--- config.mk ---
export PLATFORM = sky130hd
export DESIGN_NAME = top_bus_arb_flat
export DESIGN_NICKNAME = d
export VERILOG_FILES = /design/src/rtl/top_bus_pkg.sv /design/src/rtl/top_bus_arb_if.sv /design/src/rtl/top_rr_pick.sv /design/src/rtl/top_bus_arb.sv /design/src/flat_wrapper.sv
export SDC_FILE = /design/constraint.sdc
export NUM_CORES = 1
export LEC_CHECK = 0
export BUFFER_PORTS_ARGS = -buffer_cell sky130_fd_sc_hd__buf_2
export CAP_MARGIN = 20
export CELL_PAD_IN_SITES_DETAIL_PLACEMENT = 0
export CELL_PAD_IN_SITES_GLOBAL_PLACEMENT = 1
export CORE_MARGIN = 3
export CORE_UTILIZATION = 11
export DETAILED_ROUTE_END_ITERATION = 7
export PLACE_DENSITY_LB_ADDON = 0.3
export RECOVER_POWER = 25
export SYNTH_ARGS = -nofsm -noshare
export SYNTH_HDL_FRONTEND = slang
export SYNTH_SLANG_ARGS = --single-unit
--- constraint.sdc ---
create_clock -name main_clk_i -period 1.1 [get_ports main_clk_i]
set_input_delay 0 -clock main_clk_i [delete_from_list [all_inputs] [get_ports main_clk_i]]
set_output_delay 0 -clock main_clk_i [all_outputs]
set_load 0.05 [all_outputs]
--- src/rtl/top_bus_pkg.sv ---
// rtl/top_bus_pkg.sv - shared bus encodings, field widths and arbiter state type
package top_bus_pkg;

    localparam logic [1:0] TRANS_IDLE   = 2'd0;
    localparam logic [1:0] TRANS_BUSY   = 2'd1;
    localparam logic [1:0] TRANS_NONSEQ = 2'd2;
    localparam logic [1:0] TRANS_SEQ    = 2'd3;

    localparam int ADDR_W = 32;
    localparam int DATA_W = 32;

    typedef enum logic [0:0] {
        ST_IDLE = 1'b0,
        ST_BUSY = 1'b1
    } arb_state_t;

endpackage

--- src/rtl/top_bus_arb_if.sv ---
// rtl/top_bus_arb_if.sv - requester-side and target-side bus signals of the arbiter
interface top_bus_arb_if
    import top_bus_pkg::*;
#(
    parameter int num_p = 2
);

    logic [num_p*2-1:0]      req_trans_i;
    logic [num_p*ADDR_W-1:0] req_addr_i;
    logic [num_p-1:0]        req_write_i;
    logic [num_p*DATA_W-1:0] req_wdata_i;
    logic [num_p-1:0]        req_ready_o;
    logic [num_p-1:0]        req_resp_o;
    logic [DATA_W-1:0]       req_rdata_o;

    logic [1:0]              bus_trans_o;
    logic [ADDR_W-1:0]       bus_addr_o;
    logic                    bus_write_o;
    logic [DATA_W-1:0]       bus_wdata_o;
    logic                    bus_ready_i;
    logic                    bus_resp_i;
    logic [DATA_W-1:0]       bus_rdata_i;

    modport slave (
        input  req_trans_i, req_addr_i, req_write_i, req_wdata_i,
        output req_ready_o, req_resp_o, req_rdata_o,
        output bus_trans_o, bus_addr_o, bus_write_o, bus_wdata_o,
        input  bus_ready_i, bus_resp_i, bus_rdata_i
    );

    modport master (
        output req_trans_i, req_addr_i, req_write_i, req_wdata_i,
        input  req_ready_o, req_resp_o, req_rdata_o,
        input  bus_trans_o, bus_addr_o, bus_write_o, bus_wdata_o,
        output bus_ready_i, bus_resp_i, bus_rdata_i
    );

endinterface

--- src/rtl/top_rr_pick.sv ---
// rtl/top_rr_pick.sv - combinational round-robin picker: first requester after last, wrapping
module top_rr_pick #(
    parameter int num_p = 2,
    parameter int idx_w = (num_p > 1) ? $clog2(num_p) : 1
) (
    input  logic [num_p-1:0] req,
    input  logic [idx_w-1:0] last,
    output logic [num_p-1:0] gnt,
    output logic [idx_w-1:0] idx
);

    always_comb begin
        int               cand;
        logic [idx_w-1:0] c;
        logic             found;
        cand  = 0;
        c     = '0;
        found = 1'b0;
        gnt   = '0;
        idx   = '0;
        // Visit last+1, last+2, ... so the previous winner is checked last.
        for (int i = 1; i <= num_p; i++) begin
            cand = (int'(last) + i) % num_p;
            c    = idx_w'(cand);
            if (!found && req[c]) begin
                found  = 1'b1;
                gnt[c] = 1'b1;
                idx    = c;
            end
        end
    end

endmodule

--- src/rtl/top_bus_arb.sv ---
// rtl/top_bus_arb.sv - round-robin bus arbiter, one transfer per grant; watchdog under TOP_BUS_ARB_TOUT_EN
module top_bus_arb
    import top_bus_pkg::*;
#(
    parameter int num_p  = 2,
    parameter int tout_p = 255
) (
    input  logic             main_clk_i,
    input  logic             main_rst_i,
    top_bus_arb_if.slave     bus,
    output logic [num_p-1:0] grant_o,
    output logic             tout_o
);

    localparam int IDX_W = $clog2(num_p);

    arb_state_t       state_q, state_d;
    logic [num_p-1:0] grant_q, grant_d;
    logic [IDX_W-1:0] idx_q, idx_d;
    logic [IDX_W-1:0] last_q, last_d;
    logic [num_p-1:0] req_vec;
    logic [num_p-1:0] pick_gnt;
    logic [IDX_W-1:0] pick_idx;
    logic             busy;
    logic             tout_hit;
    logic             done;

    always_comb begin
        req_vec = '0;
        for (int k = 0; k < num_p; k++) begin
            req_vec[k] = (bus.req_trans_i[2*k +: 2] != TRANS_IDLE);
        end
    end

    top_rr_pick #(
        .num_p (num_p),
        .idx_w (IDX_W)
    ) u_pick (
        .req  (req_vec),
        .last (last_q),
        .gnt  (pick_gnt),
        .idx  (pick_idx)
    );

    assign busy = (state_q == ST_BUSY);

`ifdef TOP_BUS_ARB_TOUT_EN
    logic [15:0] cnt_q;

    // Held at zero outside BUSY, so every transfer starts counting from zero.
    always_ff @(posedge main_clk_i) begin
        if (main_rst_i || !busy) begin
            cnt_q <= '0;
        end else if (!bus.bus_ready_i) begin
            cnt_q <= cnt_q + 16'd1;
        end
    end

    assign tout_hit = busy && !bus.bus_ready_i && (cnt_q == 16'(tout_p - 1));
`else
    assign tout_hit = 1'b0;
`endif

    assign tout_o  = tout_hit;
    assign done    = busy && (bus.bus_ready_i || tout_hit);
    assign grant_o = grant_q;

    always_comb begin
        bus.bus_trans_o = TRANS_IDLE;
        bus.bus_addr_o  = '0;
        bus.bus_write_o = 1'b0;
        bus.bus_wdata_o = '0;
        for (int k = 0; k < num_p; k++) begin
            if (busy && grant_q[k]) begin
                bus.bus_trans_o = bus.req_trans_i[2*k +: 2];
                bus.bus_addr_o  = bus.req_addr_i[ADDR_W*k +: ADDR_W];
                bus.bus_write_o = bus.req_write_i[k];
                bus.bus_wdata_o = bus.req_wdata_i[DATA_W*k +: DATA_W];
            end
        end
    end

    // An abort reports an error with zero data; a late target response is never routed.
    assign bus.req_ready_o = done ? grant_q : '0;
    assign bus.req_resp_o  = (done && (bus.bus_resp_i || tout_hit)) ? grant_q : '0;
    assign bus.req_rdata_o = (busy && bus.bus_ready_i) ? bus.bus_rdata_i : '0;

    always_comb begin
        state_d = state_q;
        grant_d = grant_q;
        idx_d   = idx_q;
        last_d  = last_q;
        if (state_q == ST_IDLE) begin
            if (|req_vec) begin
                state_d = ST_BUSY;
                grant_d = pick_gnt;
                idx_d   = pick_idx;
            end
        end else begin
            if (done) begin
                state_d = ST_IDLE;
                grant_d = '0;
                last_d  = idx_q;
            end
        end
    end

    always_ff @(posedge main_clk_i) begin
        if (main_rst_i) begin
            state_q <= ST_IDLE;
            grant_q <= '0;
            idx_q   <= '0;
            last_q  <= IDX_W'(num_p - 1);
        end else begin
            state_q <= state_d;
            grant_q <= grant_d;
            idx_q   <= idx_d;
            last_q  <= last_d;
        end
    end

endmodule

--- src/flat_wrapper.sv ---
// flat-port wrapper written by rule: the top's interface ports become plain ports
module top_bus_arb_flat import top_bus_pkg::*;
#(
    parameter int num_p  = 2,
    parameter int tout_p = 255
)
  (main_clk_i, main_rst_i, grant_o, tout_o, bus_req_trans_i, bus_req_addr_i, bus_req_write_i, bus_req_wdata_i, bus_req_ready_o, bus_req_resp_o, bus_req_rdata_o, bus_bus_trans_o, bus_bus_addr_o, bus_bus_write_o, bus_bus_wdata_o, bus_bus_ready_i, bus_bus_resp_i, bus_bus_rdata_i);
  top_bus_arb_if #(.num_p(num_p)) bus_i ();
  input  logic main_clk_i;
  input  logic main_rst_i;
  output logic [num_p-1:0] grant_o;
  output logic tout_o;
  input wire logic [$bits(bus_i.req_trans_i)-1:0] bus_req_trans_i;
  input wire logic [$bits(bus_i.req_addr_i)-1:0] bus_req_addr_i;
  input wire logic [$bits(bus_i.req_write_i)-1:0] bus_req_write_i;
  input wire logic [$bits(bus_i.req_wdata_i)-1:0] bus_req_wdata_i;
  output wire logic [$bits(bus_i.req_ready_o)-1:0] bus_req_ready_o;
  output wire logic [$bits(bus_i.req_resp_o)-1:0] bus_req_resp_o;
  output wire logic [$bits(bus_i.req_rdata_o)-1:0] bus_req_rdata_o;
  output wire logic [$bits(bus_i.bus_trans_o)-1:0] bus_bus_trans_o;
  output wire logic [$bits(bus_i.bus_addr_o)-1:0] bus_bus_addr_o;
  output wire logic [$bits(bus_i.bus_write_o)-1:0] bus_bus_write_o;
  output wire logic [$bits(bus_i.bus_wdata_o)-1:0] bus_bus_wdata_o;
  input wire logic [$bits(bus_i.bus_ready_i)-1:0] bus_bus_ready_i;
  input wire logic [$bits(bus_i.bus_resp_i)-1:0] bus_bus_resp_i;
  input wire logic [$bits(bus_i.bus_rdata_i)-1:0] bus_bus_rdata_i;
  assign bus_i.req_trans_i = bus_req_trans_i;
  assign bus_i.req_addr_i = bus_req_addr_i;
  assign bus_i.req_write_i = bus_req_write_i;
  assign bus_i.req_wdata_i = bus_req_wdata_i;
  assign bus_req_ready_o = bus_i.req_ready_o;
  assign bus_req_resp_o = bus_i.req_resp_o;
  assign bus_req_rdata_o = bus_i.req_rdata_o;
  assign bus_bus_trans_o = bus_i.bus_trans_o;
  assign bus_bus_addr_o = bus_i.bus_addr_o;
  assign bus_bus_write_o = bus_i.bus_write_o;
  assign bus_bus_wdata_o = bus_i.bus_wdata_o;
  assign bus_i.bus_ready_i = bus_bus_ready_i;
  assign bus_i.bus_resp_i = bus_bus_resp_i;
  assign bus_i.bus_rdata_i = bus_bus_rdata_i;
  top_bus_arb #(.num_p(num_p), .tout_p(tout_p)) u_core (.main_clk_i(main_clk_i), .main_rst_i(main_rst_i), .bus(bus_i), .grant_o(grant_o), .tout_o(tout_o));
endmodule
==> results.json <==
{
  "clk_pin_slew_worst_paths_ns": 0.03,
  "antenna_found_initial": 0,
  "fillers": 940,
  "htree_levels": 1,
  "final_nets": 614,
  "r2r.worst_path.cells": 5,
  "setup_viol": 107,
  "start_util": 0.115,
  "first_pass_iters": 4,
  "yosys_register_bits": 5,
  "power_frac_comb": 0.801,
  "cts-root-buf": "clkbuf_8",
  "finalSetupTns_ns": -28.57,
  "first_global_vias": 2439,
  "io_buffers": 274,
  "place_congestion": 0.646,
  "holdCritPathClass": "input port to flop",
  "final_util": 0.461,
  "async_reset_ff_frac": 0,
  "reg2reg_to": "u_core.last_q",
  "dpl.hpwl_um": 7000,
  "track_usage": 0.131,
  "drc": 0,
  "max_clock_freq_ghz": 0.685,
  "path_cells": "and2_4 > clkbuf_16 > a22o_4 > buf_12",
  "cts_buffer_depth": 2,
  "core_um2": 10400,
  "cp_max_fo": 16,
  "cts_tree": "built",
  "p_seq_frac": 0.076,
  "synth_edf_count": 0,
  "timing_worst_setup_path_type": "flop to primary output",
  "hold_path_end": "u_core.grant_o[1]",
  "dpl.cell_count": 551,
  "crit_family": "buffers and inverters",
  "r2r-start": "u_core.busy",
  "rows": 37,
  "cts.sinks": 5,
  "yosys.area.top_type_share": 0.492,
  "worst_pin_slew_ns": 0.553,
  "grt_overflow": 0,
  "p_leak_uw": 0.00261,
  "routed-via-count": 2536,
  "totalPowerFinal_uw": 2780,
  "yosysMostFrequentCell": "a22o_1",
  "maxCapViolations": 0,
  "yosys_warnings": 0,
  "critPathMaxStageDelay_ns": 0.35,
  "whs_path_depth": 3,
  "drive_above_1_share": 0.892,
  "critPathBufInv": 2,
  "ys_top_cells_by_area": "a22o_1 49%, and3_1 19%, dfxtp_1 8.4%",
  "period_share": 1.33,
  "finalHoldViolCount": 0,
  "areaGrowthSynthToFinish_pct": 303,
  "cp.arrival_ns": 1.46,
  "wire_per_inst_um": 18.3,
  "endpoint_kind": "primary output",
  "drtIter0Drc": 95,
  "swShare": 0.458,
  "antenna_left": 0,
  "required_ns": 1.10,
  "syn_avg_cell_area_um2": 7.75,
  "pin_count": 276,
  "rrSetupSlack_ns": -0.17,
  "stdcell_count": 579,
  "finClkSkew_ns": 0.000616,
  "holdCritStartpoint": "bus_req_trans_i[0]",
  "synthTopCellsByCount": "67 x a22o_1, 36 x and3_1, 10 x buf_2",
  "whs_ns": 0.128,
  "p_sw_uw": 1270,
  "internal_power_uw": 1510,
  "p_clk_frac": 0.123,
  "outcome": "finished, violations left",
  "totalWireLength_um": 10600,
  "clkLatencyLatePin_ns": 0.22,
  "synth_cell_types": 23,
  "yosysSeqAreaShare": 0.0839,
  "grt_start_max_net_pins": 40,
  "startpoint_type": "flop",
  "ir_worst_vdd_mv": 0.282,
  "crit_slowest_cell": "dfxtp_4",
  "dieWidth_um": 110,
  "fin_ws_ns": -0.360,
  "grt_pass1_wl_um": 12300,
  "violations": "negative setup slack",
  "path_depth": 4,
  "dieArea_um2": 12100,
  "drv_slew": 0,
  "p_per_area_nw_per_um2": 579,
  "die_h_um": 110,
  "ys.flop_type": "dfxtp_1",
  "cts_buffers": 3,
  "diodes": 0,
  "netlist_instances": 154,
  "yosysTopAreaCell": "a22o_1",
  "synth_fp_nets": 324,
  "routed_via_density": 4.38,
  "fin_crit_ns": 1.46,
  "slew_headroom": 0.631,
  "rsz0062_at_grt": "yes",
  "syn_area_um2": 1190
}
==> layout make-up <==
class / instances / area (µm²) / share of cell area
clock buffer: 4 / 45.0 / 0.00937
inverter: 1 / 3.75 / 0.000781
multi-input combinational: 123 / 1560 / 0.325
timing repair buffer: 310 / 2910 / 0.606
tap: 136 / 170 / 0.0354
sequential: 5 / 111 / 0.0232
==> cells in the final DEF, fill, tap and decap left out, drive strengths merged <==
cell type,n
clkbuf,14
o21a,1
o41ai,1
conb,1
a211o,1
inv,1
o211ai,2
buf,299
a21oi,2
o221ai,1
and3b,1
o21bai,1
and3,36
dfxtp,5
a22o,67
a21boi,1
and2,1
nor2,3
nor4,1
dlygate4sd3,1
nand2,3
==> state kept, by name (all words and copies together), names as in the netlist <==
signal,count
u_core.idx_q,1
u_core.grant_o,2
u_core.busy,1
u_core.last_q,1
==> power by group through the flow <==
| stage | Combinational [µW] | Sequential, µW | Clock, µW |
|---|---|---|---|
| after floorplan | 1020 | 228 | 0 |
| after global placement | 1570 | 211 | 0 |
| after detailed placement | 1580 | 213 | 0 |
| after CTS | 2010 | 212 | 357 |
| after global routing | 2330 | 214 | 372 |
| final | 2230 | 212 | 342 |
==> metrics by stage <==
step	area, µm²	worst slack (ns)
6_report	4810	-0.360
5_1_grt	4810	-0.408
4_1_cts	4280	-0.368
3_5_place_dp	3170	-0.287
3_3_place_gp	3170	-0.238
2_1_floorplan	1650	-0.139
==> worst min-delay path, cell delays in order <==
cell and delay, ns:
buf_2 0.13, o21a_1 0.12, o41ai_1 0.06
==> per-layer routing <==
| layer | vias to the layer above | GRT usage | part of all wire |
|---|---|---|---|
| li1 | 1210 | - | - |
| met1 | 1166 | 0.143 | 0.34 |
| met2 | 156 | 0.262 | 0.55 |
| met3 | 4 | 0.0215 | 0.096 |
| met4 | 0 | 0.0273 | 0.0061 |
| met5 | - | 0 | 0 |
==> how the worst max path moves through the flow <==
stage                           start  slack [ns]             endpoint
detailed placement        u_core.busy       -0.29    bus_bus_addr_o[5]
floorplan           u_core.grant_o[1]       -0.14    bus_req_resp_o[1]
finish              u_core.grant_o[1]       -0.36  bus_bus_wdata_o[14]
global placement          u_core.busy       -0.24   bus_bus_addr_o[27]
global route        u_core.grant_o[1]       -0.41   bus_bus_addr_o[26]
CTS                 u_core.grant_o[0]       -0.37  bus_bus_wdata_o[14]
==> kinds of logic after synthesis <==
kind of cell           count (synthesis)  share of synthesized area
AO/OA/AOI/OAI                         77                      0.553
buffers and inverters                 26                      0.130
AND/OR/NAND/NOR                       45                      0.230
flip-flops                             5                     0.0839
other                                  1                    0.00314
==> timing repair <==
item                       in CTS  in global routing
setup endpoints to repair     103                107
gates cloned                    4                 11
gates resized for setup       262                 52
buffers inserted                7                  2
hold endpoints to repair        1                  0
pin swaps                       8                 26
hold buffers                    1                  0
(Power assumes the default switching activity.)
